<file path="src/rtl/uart_tx_ctrl.sv">
// UART transmit sequencer: byte FIFO, baud tick generator and a frame launch FSM
// that hands one byte at a time to the frame transmitter over start/busy/done.
module uart_tx_ctrl #(
  parameter int DATA_WIDTH = 8,
  parameter int FIFO_DEPTH = 4,
  parameter int DIV_WIDTH  = 16
) (
  input  logic                          clk,
  input  logic                          rst_n,
  input  logic                          wr_en,
  input  logic [DATA_WIDTH-1:0]         wr_data,
  input  logic                          tx_enable,
  input  logic [DIV_WIDTH-1:0]          baud_div,
  input  logic                          tx_busy,
  input  logic                          tx_done,
  output logic                          tx_tick,
  output logic                          tx_start,
  output logic [DATA_WIDTH-1:0]         tx_data,
  output logic                          fifo_full,
  output logic                          fifo_empty,
  output logic [$clog2(FIFO_DEPTH):0]   fifo_count,
  output logic                          overflow,
  output logic                          frame_sent,
  output logic                          ctrl_busy
);
  localparam int PW = $clog2(FIFO_DEPTH);
  localparam logic [PW:0] FULL_CNT = (PW+1)'(FIFO_DEPTH);

  typedef enum logic [1:0] {IDLE, LAUNCH, WAIT_DONE, GAP} state_t;

  state_t                state, state_nxt;
  logic [DIV_WIDTH-1:0]  baud_cnt;
  logic [DATA_WIDTH-1:0] mem [FIFO_DEPTH];
  logic [PW-1:0]         wr_ptr, rd_ptr;
  logic                  pop, wr_accept;

  // Baud generator; >= (not ==) so a lowered divisor ticks at once instead of wrapping.
  always_ff @(posedge clk or negedge rst_n) begin
    if (!rst_n) begin
      baud_cnt <= '0;
      tx_tick  <= 1'b0;
    end else if (!tx_enable) begin
      baud_cnt <= '0;
      tx_tick  <= 1'b0;
    end else if (baud_cnt >= baud_div) begin
      baud_cnt <= '0;
      tx_tick  <= 1'b1;
    end else begin
      baud_cnt <= baud_cnt + 1'b1;
      tx_tick  <= 1'b0;
    end
  end

  assign fifo_full  = (fifo_count == FULL_CNT);
  assign fifo_empty = (fifo_count == '0);
  assign pop        = (state == IDLE) & tx_enable & tx_tick & ~fifo_empty & ~tx_busy;
  // A pop frees the head slot in the same cycle, so a full FIFO can still accept.
  assign wr_accept  = wr_en & (~fifo_full | pop);
  assign overflow   = wr_en & fifo_full & ~pop;
  assign ctrl_busy  = (state != IDLE);

  always_ff @(posedge clk) begin
    if (wr_accept) mem[wr_ptr] <= wr_data;
  end

  always_ff @(posedge clk or negedge rst_n) begin
    if (!rst_n) begin
      wr_ptr     <= '0;
      rd_ptr     <= '0;
      fifo_count <= '0;
      tx_data    <= '0;
    end else begin
      if (wr_accept) wr_ptr <= wr_ptr + 1'b1;
      if (pop) begin
        rd_ptr  <= rd_ptr + 1'b1;
        tx_data <= mem[rd_ptr];
      end
      case ({wr_accept, pop})
        2'b10:   fifo_count <= fifo_count + 1'b1;
        2'b01:   fifo_count <= fifo_count - 1'b1;
        default: fifo_count <= fifo_count;
      endcase
    end
  end

  always_ff @(posedge clk or negedge rst_n) begin
    if (!rst_n) state <= IDLE;
    else        state <= state_nxt;
  end

  always_comb begin
    state_nxt  = state;
    tx_start   = 1'b0;
    frame_sent = 1'b0;
    case (state)
      IDLE:      if (pop) state_nxt = LAUNCH;
      LAUNCH: begin
        tx_start = 1'b1;
        if (tx_busy) state_nxt = WAIT_DONE;
      end
      WAIT_DONE: if (tx_done) begin
        frame_sent = 1'b1;
        state_nxt  = GAP;
      end
      // One full baud period of idle line before the next launch is possible.
      GAP:       if (tx_tick) state_nxt = IDLE;
      default:   state_nxt = IDLE;
    endcase
  end
endmodule
</file>
<file path="config.mk">
export PLATFORM = sky130hd
export DESIGN_NAME = uart_tx_ctrl
export DESIGN_NICKNAME = d
export VERILOG_FILES = /design/src/rtl/uart_tx_ctrl.sv
export SDC_FILE = /design/constraint.sdc
export NUM_CORES = 1
export LEC_CHECK = 0
export CAP_MARGIN = 20
export CORE_MARGIN = 3
export CORE_UTILIZATION = 25
export CTS_CLUSTER_DIAMETER = 150
export DETAILED_ROUTE_END_ITERATION = 7
export HOLD_SLACK_MARGIN = 0.02
export MAX_ROUTING_LAYER = met4
export SLEW_MARGIN = 20
export SYNTH_ARGS = -nofsm -noshare
export SYNTH_HDL_FRONTEND = slang
export SYNTH_SLANG_ARGS = --single-unit
</file>
<file path="constraint.sdc">
create_clock -name clk -period 3.1 [get_ports clk]
set_input_delay 0.93 -clock clk [delete_from_list [all_inputs] [get_ports clk]]
set_output_delay 0.93 -clock clk [all_outputs]
set_load 0.005 [all_outputs]
</file>
==> summary.md <==
| Metric | Value |
|---|---|
| Initial DRC Count | `172` |
| Final Hold Fails | `0` |
| Inst Count DP | `486` |
| Critical path endpoint category | `primary output` |
| CP dominant cell by count | `dlygate4sd2_1` |
| Inserted Diodes | `0` |
| Synth unique cells | `46` |
| Status | `finished, final reports clean` |
| HPWL Detailed | `5040 µm` |
| CP Max Fanout | `2` |
| Root buffer cell | `clkbuf_16` |
| Clk network pwr share | `37.8%` |
| Pwr Density | `623 nW/µm²` |
| Post-route DRC violation count | `0` |
| H-tree depth | `3` |
| Initial DRT Pass Iterations | `4` |
| Ys flop type | `dfrtp_1` |
| Final core utilization | `34.8%` |
| Crit path largest cell delay | `350 ps` |
| Switching power | `0.741 mW` |
| Final setup viols | `0` |
| Synth Instances | `252` |
| Clk pin slew, worst setup/hold paths | `60 ps` |
| Worst EP arrival | `2040 ps` |
| Die area | `14,600 µm²` |
| Sequential power share | `41.2%` |
| Post-Syn Nets | `309` |
| Share of the synthesized area in the top cell type | `29.2%` |
| Vias in the first global route | `2,302` |
| Hold Crit Class | `flop to flop` |
| Max cap viols | `0` |
| Area grow syn2layout | `34.5%` |
| YS warnings | `0` |
| Largest net degree at the start of global routing | `35` |
| Port Buf Inserts | `47` |
| Yosys reg bits | `66` |
| Post-Layout Cell Count | `502` |
| Via-to-Cell Ratio | `4.35` |
| Rel. slew slack | `45.4%` |
| First-pass GRT wire length | `11,600 µm` |
| Post-Route WL | `6850 µm` |
| Core footprint | `12,700 µm²` |
| Critical-path cell list | `dlygate4sd2_1 -> nand4b_1 -> and3_1 -> dlygate4sd2_1` |
| Congestion Overflow GR | `0` |
| Slew Viols, Final | `0` |
| DRT antenna net count | `0` |
| WS Path Type | `input port to primary output` |
| Slew @ Worst Pin | `820 ps` |
| Die Span Y | `121 µm` |
| Initial antenna violation count | `0` |
| Top delay family on crit path | `simple AND/OR/NAND/NOR gates` |
| Largest cells by area after synthesis | `edfxtp_1 29%, dfrtp_1 26%, ha_1 9.9%` |
| Leak | `1.86 nW` |
| Fmax | `336 MHz` |
| Clock buffer depth | `2` |
| # IOs | `48` |
| Initial Utilization | `25.9%` |
| Share of layout cells above drive strength 1 | `18.2%` |
| Critical path buffers and inverters | `2` |
| Routability congestion estimate | `0.809` |
| Synth area leader | `edfxtp_1` |
| Die width | `121 µm` |
| Ys async rst share | `51.5%` |
| DR WL/cell | `13.7 µm` |
| Sequential area share after synthesis | `55.1%` |
| CTS tree | `yes` |
| Vias | `2,183` |
| Synthesized cell area | `3290 µm²` |
| Switch share | `26.9%` |
| Setup repair bufs after CTS | `0` |
| Synth Area per Inst | `13.1 µm²` |
| VDD IR max | `0.300 mV` |
| Period utilization | `96.0%` |
| R2R Setup Slk | `590 ps` |
| Skew final | `6.82 ps` |
| Min Hold Slack | `507 ps` |
| Nets | `382` |
| Post-CTS Hold Buffers | `0` |
| Clk_lat worst skew | `330 ps` |
| GRT Overall Usage | `10.4%` |
| Overall power | `2.76 mW` |
| Min Tclk post-route | `2970 ps` |
| Num rows | `41` |
| Part of the power in combinational logic | `21.0%` |
| TritonCTS Buffers | `9` |
| Pint | `2.01 mW` |
| CP max stage cell | `nand4b_1` |
| CTS Sinks | `66` |
| Req. time, crit path | `2170 ps` |
| Post-synth EDFFs | `32` |
| Startpoint types | `input port` |
| RSZ-0062 raised after global routing | `false` |
-- synthesized netlist by cell type, types with 2 or more instances --
| cell type | number |
|---|---|
| nor3_1 | 18 |
| xor2_1 | 5 |
| and3_1 | 2 |
| a211oi_1 | 2 |
| and2_1 | 6 |
| mux2i_1 | 2 |
| o211ai_1 | 2 |
| edfxtp_1 | 32 |
| nand2_1 | 7 |
| and4_1 | 3 |
| xnor2_1 | 12 |
| a21o_1 | 3 |
| nand2b_1 | 2 |
| nor2_1 | 2 |
| dfrtp_1 | 34 |
| inv_1 | 31 |
| mux2_2 | 9 |
| ha_1 | 26 |
| mux4_2 | 8 |
| nor4_1 | 3 |
| o21a_1 | 2 |
| a21oi_1 | 4 |
| nand4_1 | 3 |
| clkbuf_1 | 3 |
| o21ai_0 | 4 |
| nand3_1 | 7 |
-- routing by layer --
metal,global-route usage [%],vias to the layer above,wire length [µm]
li1,-,1067,-
met1,13.5,1056,3130
met2,15.7,54,3290
met3,2.85,6,362
met4,3.82,0,72
met5,-,-,0
-- worst register-to-register path: stages, from the launching register on --
cell,delay [ps]
dfrtp_1,400
inv_1,140
ha_1,180
nand4b_1,280
buf_4,260
or3_1,340
fa_1,370
inv_1,80
nor4_1,50
a31oi_1,190
xnor2_1,130
-- through the flow --
stage,setup TNS (ps),setup slack [ps],cell area [µm²]
after floorplan,0,499,3290
after global placement,-4950,-283,4110
after detailed placement,-4600,-286,4120
after CTS,0,60.5,4420
after global routing,0,79.1,4430
final,0,125,4430
-- final cells by class --
cell class,instances,area (µm²)
Timing Repair Buffer,66,617
Multi-Input combinational cell,151,1360
Clock buffer,9,225
Clock inverter,7,82.6
Fill cell,1297,8300
Sequential cell,66,1810
Inverter,31,116
Tap cell,172,215
-- path summary, 6_finish.rpt --
| check | startpoint | to | cells after the start |
|---|---|---|---|
| max | tx_busy | overflow | 4 |
| min | tx_data[3] | tx_data[3] | 1 |
| max reg2reg | state[0] | fifo_count[2] | 10 |
| min reg2reg | tx_data[3] | tx_data[3] | 1 |
| max in group asynchronous | rst_n | fifo_count[0] | 1 |
| min in group asynchronous | rst_n | baud_cnt[3] | 1 |
-- registers in the layout, summed over array words and instances, names as in the netlist --
| name | count |
|---|---|
| tx_tick | 1 |
| fifo_count | 3 |
| rd_ptr | 2 |
| baud_cnt | 16 |
| wr_ptr | 2 |
| state | 2 |
| tx_data | 8 |
| mem | 32 |
-- layout by cell type (no fill, tap or decap), types with 4 or more instances in the layout --
master,n
a21oi_1,4
and2_1,6
buf_4,18
clkbuf_16,9
clkdlybuf4s50_1,43
dfrtp_1,34
edfxtp_1,32
ha_1,26
inv_1,31
inv_6,4
mux2_2,9
mux4_2,8
nand2_1,7
nand3_1,7
nor3_1,18
o21ai_0,4
xnor2_1,12
xor2_1,5
-- kinds of logic (layout without fill, tap and decap cells) --
logic type / after synthesis / in the layout / synth area share (%)
xor gates and xnor gates: 17 / 17 / 4.52
buffers and inverters: 35 / 113 / 3.99
DFF: 66 / 66 / 55.1
and+or+nand+nor: 62 / 62 / 11.0
AOI/OAI and AO/OA: 26 / 26 / 5.78
muxes: 19 / 19 / 9.16
adders and majority gates: 27 / 27 / 10.5
-- timing repair --
action                                  in CTS  in global routing
hold endpoints to repair                     0                  0
pin swaps                                    2                  0
resized for setup                            3                  1
endpoints found under the setup margin       1                 17
-- power by group through the flow --
stage | clock network (mW) | logic (mW) | registers [mW]
after floorplan | 0 | 0.307 | 1.14
after global placement | 0 | 0.578 | 1.15
after detailed placement | 0 | 0.595 | 1.15
after CTS | 1.07 | 0.595 | 1.14
after global routing | 1.11 | 0.656 | 1.15
final | 1.04 | 0.579 | 1.14
Power figures use the tool's default switching activity.
==> RTL edit: new RTL, same flow settings <==
Encoding of `state_t`: now Gray code (2 bits for 4 states).
--- a/src/rtl/uart_tx_ctrl.sv
+++ b/src/rtl/uart_tx_ctrl.sv
@@ -26,7 +26,7 @@
   localparam int PW = $clog2(FIFO_DEPTH);
   localparam logic [PW:0] FULL_CNT = (PW+1)'(FIFO_DEPTH);
 
-  typedef enum logic [1:0] {IDLE, LAUNCH, WAIT_DONE, GAP} state_t;
+  typedef enum logic [1:0] {IDLE = 2'b00, LAUNCH = 2'b01, WAIT_DONE = 2'b11, GAP = 2'b10} state_t;
 
   state_t                state, state_nxt;
   logic [DIV_WIDTH-1:0]  baud_cnt;
Behaviour: no difference found for any inputs over 10 cycles, from zero or initial values and one cycle with rst_n low; not proved beyond that.
==> RTL edit against the original RTL <==
  * Cell area up 0.11%
  * Synthesized cell count up 0.79%
  * First-iteration DRC count down 50%
  * Die area increased by 2.8%
  * Synthesized area up 2.9%
  * Wire length increased by 0.63%
  * Sequential cell count unchanged
  * Power fell by 7.9%
  * Setup slack got worse by 0.013 ns
  * Hold slack better by 0.0089 ns
  * Count of clock-buffer cells in the layout unchanged
==> RTL edit: results (changes against the original RTL) <==
Status
  • Run status: completed (unchanged)

Placement
  • Placed insts: 481 (was 486)
  • Final Wtd Congestion: 0.794 (was 0.809)
  • Post-place setup slack: -0.0504 ns (was -0.286 ns)
  • Area post-placement: 0.00414 mm² (was 0.00412 mm²)
  • Detailed placement HPWL: 4.76 mm (was 5.04 mm)

Layout
  • Layout buffer count excluding clock buffers: 62 (was 66)
  • Fill count: 1324 (was 1297)
  • Utilization after layout: 34.3% (was 34.8%)
  • Non-CTS inverters: 28 (was 31)
  • Multi-input combinational area share: 32.1% (was 30.7%)
  • Non-Clock Buffer Area Fraction: 13.3% (was 13.9%)
  • Layout Nets: 372 (was 382)

Route
  • Wire per inst: 13.9 µm (was 13.7 µm)
  • Via density: 4.31 (was 4.35)
  • Metal1 wirelength: 3.27 mm (was 3.13 mm)
  • Met2 WL: 3.23 mm (was 3.29 mm)
  • Total Routed Length: 6.90 mm (was 6.85 mm)
  • Metal3 WL: 301 µm (was 362 µm)

Synth
  • Area contributors post-synth: edfxtp_1 (28%), dfrtp_1 (25%), ha_1 (7.8%) (was edfxtp_1 (29%), dfrtp_1 (26%), ha_1 (9.9%))
  • Synth Area in XOR/XNOR: 5.17% (was 4.52%)
  • Synth Area in Compound Gates: 9.38% (was 5.78%)
  • Synthesized Nets: 306 (was 309)
  • Post-Synth Adder-Cell Area: 8.35% (was 10.5%)
  • Top cells by count, synth: dfrtp_1 (34), edfxtp_1 (32), inv_1 (28) (was dfrtp_1 (34), edfxtp_1 (32), inv_1 (31))
  • Synth unique cells: 45 (was 46)

Worst setup path
  • WP data arrival: 2.06 ns (was 2.04 ns)

STA
  • Worst slew pin tran: 0.798 ns (was 0.820 ns)
  • Setup Skew: 0.00518 ns (was 0.00682 ns)

Global route
  • M1 GR Usage: 13.2% (was 13.5%)
  • GR Util met3: 2.67% (was 2.85%)
  • GR Util All Layers: 10.3% (was 10.4%)
  • Met2 Usage GRT: 16.1% (was 15.7%)
  • Number of global-route vias before repair: 2282 (was 2302)

Power
  • P per Cell Area: 573 mW/mm² (was 623 mW/mm²)
RTL edit: critical path, stage by stage:
cell and delay (ns):
clkdlybuf4s50_1 0.47, and3_1 0.16, clkdlybuf4s50_1 0.50
RTL edit: what timing repair did:
action | 4_1_cts | 5_1_grt
pin swaps | 1 | 1
resized for setup | 2 | 0
setup endpoints to repair | 1 | 1
buffers inserted | 0 | 0
RTL edit: path summary, 6_finish.rpt:
check | cells after the start | endpoint | startpoint | slack (ns)
max | 3 | frame_sent | tx_done | 0.11
min in group asynchronous | 1 | tx_data[1] | rst_n | 0.69
max reg2reg | 8 | baud_cnt[15] | baud_cnt[0] | 0.95
max in group asynchronous | 1 | baud_cnt[3] | rst_n | 1.90
min reg2reg | 1 | tx_data[2] | tx_data[2] | 0.52
min | 1 | tx_data[2] | tx_data[2] | 0.52
RTL edit: power by group:
| part | switching (µW) | internal, µW |
|---|---|---|
| combinational | 211 | 245 |
| clock | 414 | 555 |
| sequential | 60.9 | 1050 |
